### config.mk
export PLATFORM = sky130hd
export DESIGN_NAME = pulse_spacer
export DESIGN_NICKNAME = d
export VERILOG_FILES = /design/src/rtl/pulse_spacer.sv
export SDC_FILE = /design/constraint.sdc
export NUM_CORES = 1
export LEC_CHECK = 0
export ABC_AREA = 1
export ABC_CLOCK_PERIOD_IN_PS = 3600
export CORE_UTILIZATION = 55
export DETAILED_ROUTE_END_ITERATION = 7
export GPL_TIMING_DRIVEN = 0
export PLACE_DENSITY = 0.77
export SETUP_SLACK_MARGIN = 0.5
export SLEW_MARGIN = 10
export SYNTH_ARGS = -nofsm -noshare
export SYNTH_HDL_FRONTEND = slang
export SYNTH_SLANG_ARGS = --single-unit
### constraint.sdc
create_clock -name clkA -period 3.6 [get_ports clkA]
set_input_delay 0.72 -clock clkA [delete_from_list [all_inputs] [get_ports clkA]]
set_output_delay 0.72 -clock clkA [all_outputs]
set_load 0.1 [all_outputs]
### src/rtl/pulse_spacer.sv
// pulse_spacer: source-side pacing stage for the clkA side of the handshake
// pulse synchronizer. Buffers incoming single-cycle events in a saturating
// pending counter. Replays them as single-cycle pulses, each followed by at
// least GAP idle cycles so the Req/Ack round trip finishes before the next launch.
module pulse_spacer #(
    parameter int GAP   = 8,
    parameter int CNT_W = 4
) (
    input  logic             clkA,
    input  logic             rst_n,
    input  logic             evt_in,
    input  logic             clr_ovf,
    output logic             pulse_out,
    output logic [CNT_W-1:0] pending,
    output logic             overflow,
    output logic             busy
);

    localparam logic [0:0]       S_IDLE  = 1'b0;
    localparam logic [0:0]       S_GAP   = 1'b1;
    localparam logic [CNT_W-1:0] CNT_MAX = {CNT_W{1'b1}};
    localparam logic [7:0]       GAP_LD  = 8'(GAP);

    logic [0:0] state;
    logic [0:0] state_nxt;
    logic [7:0] gap_cnt;
    logic [7:0] gap_cnt_nxt;
    logic       pulse_nxt;
    logic       emit;
    logic       inc;
    logic       drop;

    // Emit decision uses the pre-edge pending value, so an event is never
    // replayed on the same edge at which it is sampled.
    assign emit = (state == S_IDLE) && (pending != '0);
    // At full, an event is only accepted when an emit frees a slot on the same edge.
    assign inc  = evt_in && ((pending != CNT_MAX) || emit);
    assign drop = evt_in && !inc;
    assign busy = (pending != '0) || (state == S_GAP);

    // FSM next-state, gap counter and pulse decisions.
    always_comb begin
        // NOTE: every output of this block gets a default first; a path that
        // leaves one unassigned would infer a latch.
        state_nxt   = state;
        gap_cnt_nxt = gap_cnt;
        pulse_nxt   = 1'b0;
        case (state)
            S_IDLE: begin
                if (emit) begin
                    pulse_nxt   = 1'b1;
                    gap_cnt_nxt = GAP_LD;
                    state_nxt   = S_GAP;
                end
            end
            default: begin
                if (gap_cnt == 8'd1) begin
                    state_nxt = S_IDLE;
                end else begin
                    gap_cnt_nxt = gap_cnt - 8'd1;
                end
            end
        endcase
    end

    // State, gap counter and registered pulse output.
    always_ff @(posedge clkA or negedge rst_n) begin
        // NOTE: sequential state uses non-blocking assignments so every
        // register samples pre-edge values regardless of statement order.
        if (!rst_n) begin
            state     <= S_IDLE;
            gap_cnt   <= '0;
            pulse_out <= 1'b0;
        end else begin
            state     <= state_nxt;
            gap_cnt   <= gap_cnt_nxt;
            pulse_out <= pulse_nxt;
        end
    end

    // Saturating pending counter: +1 on accepted event, -1 on emit.
    always_ff @(posedge clkA or negedge rst_n) begin
        if (!rst_n) begin
            pending <= '0;
        end else if (inc && !emit) begin
            pending <= pending + 1'b1;
        end else if (emit && !inc) begin
            pending <= pending - 1'b1;
        end
    end

    // Sticky overflow flag; a drop wins over a simultaneous clear.
    always_ff @(posedge clkA or negedge rst_n) begin
        if (!rst_n) begin
            overflow <= 1'b0;
        end else if (drop) begin
            overflow <= 1'b1;
        end else if (clr_ovf) begin
            overflow <= 1'b0;
        end
    end

endmodule

Word level (Yosys, flattened, before mapping)
Index checks and enable logic that the tools add are counted.
{"block": "totals", "reg_bits": 15, "in_bits": 4, "out_inout_bits": 7, "word_cells": 37}
{"block": "classes", "n_addsub": 3, "eq_ne": 3, "muxes": 11, "n_bitwise": 1, "reduce_logical": 14}
{"op": "$mux 8", "n": 3}
{"op": "$eq 8x1->1 const B", "n": 1}
{"op": "$mux 4", "n": 2}
{"op": "$sub 8x1->8 const B", "n": 1}
{"op": "$mux 1", "n": 6}
{"op": "$reduce_bool 2->1", "n": 3}
{"op": "$logic_and 1x1->1", "n": 5}
{"op": "$add 4x1->4 const B", "n": 1}
{"op": "$ne 4x4->1 const B", "n": 1}
{"op": "$reduce_bool 4->1", "n": 1}
{"op": "$sub 4x1->4 const B", "n": 1}
{"op": "$logic_not 1->1", "n": 2}
{"op": "$logic_or 1x1->1", "n": 2}
{"op": "$ne 2x2->1 const B", "n": 1}
{"op": "$reduce_and 2->1", "n": 1}
{"op": "$not 1->1", "n": 1}

Depth between registers and ports, before layout
{"block": "depth", "depth_word": 8, "ltp_mapped": 14, "ltp_nobuf": 14}

Worst setup path before layout
No wires, ideal clock.
{"block": "synth_path", "path_type": "register -> register", "startpoint": "reg pending[0]", "endpoint": "reg pending[3]", "setup_ns": 0.120, "t_arrival_ns": 2.523, "required_ns": 3.480, "setup_slack_ns": 0.957, "stages_incl_launch_ff": 15, "n_path_buf": 0, "synth_period_minus_slack_ns": 2.643, "cell_sequence": "dfrtp_1 -> nor2_1 -> nand2_1 -> nand2_4 -> inv_2 -> nor2_2 -> nor2_1 -> ha_1 -> inv_1 -> ha_1 -> a21oi_1 -> nand2_1 -> xor2_1 -> nand2_1 -> nand2_1"}
{"block": "synth_via", "elab_chain_len": 7, "elab_cells_between_ends": 14, "classes_between": "add/sub: 2; eq/ne: 1; mux: 2; reduce/logical: 9"}
{"item": "start: declaration", "line": "14", "text": "output logic [CNT_W-1:0] pending,"}
{"item": "start signal: assignment", "line": "86", "text": "pending <= pending + 1'b1;"}
{"item": "start signal: assignment", "line": "88", "text": "pending <= pending - 1'b1;"}
{"item": "parallel branches: the longest is 7 deep, another holds $sub 4x1->4"}
Several ways; the timed one is not identified. The select of a mux whose other input is x is not followed.
A chain may end at the register's enable or synchronous reset.

Final worst setup path
{"block": "layout_path", "startpoint": "reg pending[0]", "endpoint": "out busy"}
{"block": "layout_via", "elab_chain_len": 2}
{"item": "$reduce_bool 4->1", "line": "39", "text": "assign busy = (pending != '0) || (state == S_GAP);"}
{"item": "$logic_or 1x1->1", "line": "39"}
{"item": "end: declaration", "line": "16", "text": "output logic busy"}
Every way passes these cells.

==> summary.txt <==
Cts repair resizes - 0
Seq cells post-synth - 15
Crit path max fanout - 6
Syn avg cell area - 8.267 um^2
GRT Total Usage - 22.08%
Post-Syn Area - 925.9 um^2
Place WS - 1047 ps
Final HPWL DP - 1351 um
Worst-Margin Slew - 963.3 ps
Clk_lat worst skew - 280 ps
Yosys cell types - 19
CP Launch Type - flop
Placed instance area - 1046 um^2
Final #Nets - 137
Fraction of layout cells with a size suffix above 1 - 19.05%
Clock root cell - clkbuf_4
Starting Density - 60.06%
Setup WS post-layout - 796.3 ps
Placer Congestion - 0.7783
Crit path DAT - 2080 ps
Cts bufs inserted - 3
First drt pass iteration count - 4
WS Path Type - reg -> out
YS warnings - 0
Htree depth - 1
Remaining DRCs - 0
Die X - 43.03 um
Setup Viol. Count Final - 0
Wire per inst - 12.05 um
Clock Path Buffers - 2
Critical Path End - busy
Die Y - 43.03 um
Vias in the first global route - 653
I/O pin total - 11
RSZ-0062 raised after global routing - false
TritonCTS sink count - 15
Vias - 740
CP Capture Type - output pin
CTS tree - built
Net Count, Synth - 122
Antenna-violating nets left - 0
Post-route cell area - 1072 um^2
Share of the synthesized area in the top cell type - 40.54%
Post-Synthesis Cells - 112
First-pass GRT wire length - 2953 um
Hold Path Class - reg -> reg
Final wirelength - 1711 um
Max-slew violations - 0
Seq/Total Area, Yosys - 40.54%
Placed instance count - 138
Final Hold Vio Count - 0
CP startpoint - pending[0]
Rows - 14
Die area - 1852 um^2
Final non-filler cell total - 142
Initial antenna violation count - 0
Largest area contributor in the netlist - dfrtp_1
Final Cycle Share - 77.88%
Dominant cells by area after synthesis - dfrtp_1, nand2_1, ha_1
Req. time, crit path - 2880 ps
Post-CTS Hold Buffers - 0
Flop-to-flop setup slack - 1370 ps
Max cap viols - 0
Worst rel slew slack - 35.58%
Register area - 375.4 um^2
Area grow syn2layout - 15.81%
Total grt overflow - 0
Fmax - 356.7 MHz
Fill count - 134
Clk pin slew, worst setup/hold paths - 90 ps
R2R cell count - 14
I/O Buffers - 10
N_diodes - 0
Clock Skew - 3.653 ps
Worst r2r dst - pending[3]
First DRT Iteration DRCs - 34
Core Box Area - 1541 um^2
Vias per cell - 5.211
Setup tns final - 0 ps
Crit path time final - 2804 ps
Multi-input logic area - 494.2 um^2
Largest net degree at the start of global routing - 16
Worst reg2reg path startpoint - pending[0]
Run status - complete, no violations
Post-CTS Setup Inserts - 0
cells in the final DEF (no fill, tap or decap):
cell type,Yosys,layout
fa_1,1,1
o21ai_1,1,1
nand3_1,12,12
dfrtp_1,15,15
clkbuf_1,0,1
nor2_1,8,8
xor2_1,3,3
nand4_1,3,3
a21oi_1,1,1
clkdlybuf4s50_1,0,10
nor2_4,1,1
o21ai_2,4,4
nand2_2,2,2
inv_1,8,8
nand2_4,4,4
nand2_1,30,30
nor2_2,3,3
inv_2,7,7
o21ai_0,1,1
clkbuf_4,0,3
ha_1,5,5
xnor2_1,3,3
stage by stage:
step / hold WS, ps / util [%]
5_1_grt: 558.7 / 69.56
6_report: 521.7 / 69.56
3_3_place_gp: 495.6 / 67.86
3_5_place_dp: 509.0 / 67.86
4_1_cts: 527.5 / 69.56
2_1_floorplan: 424.4 / -
layer usage:
metal | routed length [um] | up-vias | track usage [%]
met4 | 10 | 0 | 7.273
met1 | 764 | 337 | 30.30
met3 | 93 | 2 | 5.106
met2 | 842 | 20 | 34.55
met5 | 0 | - | 0
li1 | - | 381 | -
critical path: stages (launching register included):
cell	delay (ps)
dfrtp_1	490
nor2_1	100
nand3_1	80
clkdlybuf4s50_1	1130
area by class of cell:
type	instances	share of cell area, %
Timing Repair Buffer	10	9.335
Tap cell	16	1.867
Multi-Input combinational cell	82	46.09
Sequential cell	15	35.01
Inverter	15	5.251
Clock buffer	4	2.450
cells in the mapped netlist:
library cell and instances:
xor2_1 3, fa_1 1, nand2_2 2, nor2_4 1, xnor2_1 3, nand4_1 3
nand2_4 4, ha_1 5, nor2_1 8, o21ai_2 4, nand3_1 12, nor2_2 3
a21oi_1 1, o21ai_0 1, nand2_1 30, dfrtp_1 15, inv_1 8, inv_2 7
o21ai_1 1
how the worst min path moves through the flow:
stage | startpoint | slack [ps] | end | depth (start not counted)
4_1_cts | overflow | 530 | overflow | 2
3_3_place_gp | overflow | 500 | overflow | 2
2_1_floorplan | rst_n | 420 | gap_cnt[0] | 0
6_report | overflow | 520 | overflow | 2
5_1_grt | overflow | 560 | overflow | 2
3_5_place_dp | overflow | 510 | overflow | 2
sequential cells by signal (all words and copies together) (netlist names):
register / cells
pending: 4
gap_cnt: 8
pulse_out: 1
overflow: 1
state: 1
kinds of logic (layout without fill, tap and decap cells):
kind of cell / count (synthesis) / in the layout / synth area share, %
simple gates: 63 / 63 / 33.38
buf+inv: 15 / 29 / 6.082
compound gates: 7 / 7 / 5.403
fa+ha+maj: 6 / 6 / 8.919
flops: 15 / 15 / 40.54
xor+xnor: 6 / 6 / 5.677
Power is left out: the tool's default activity adds up to more than one toggle a clock period on the data nets, which glitch-free logic cannot reach.
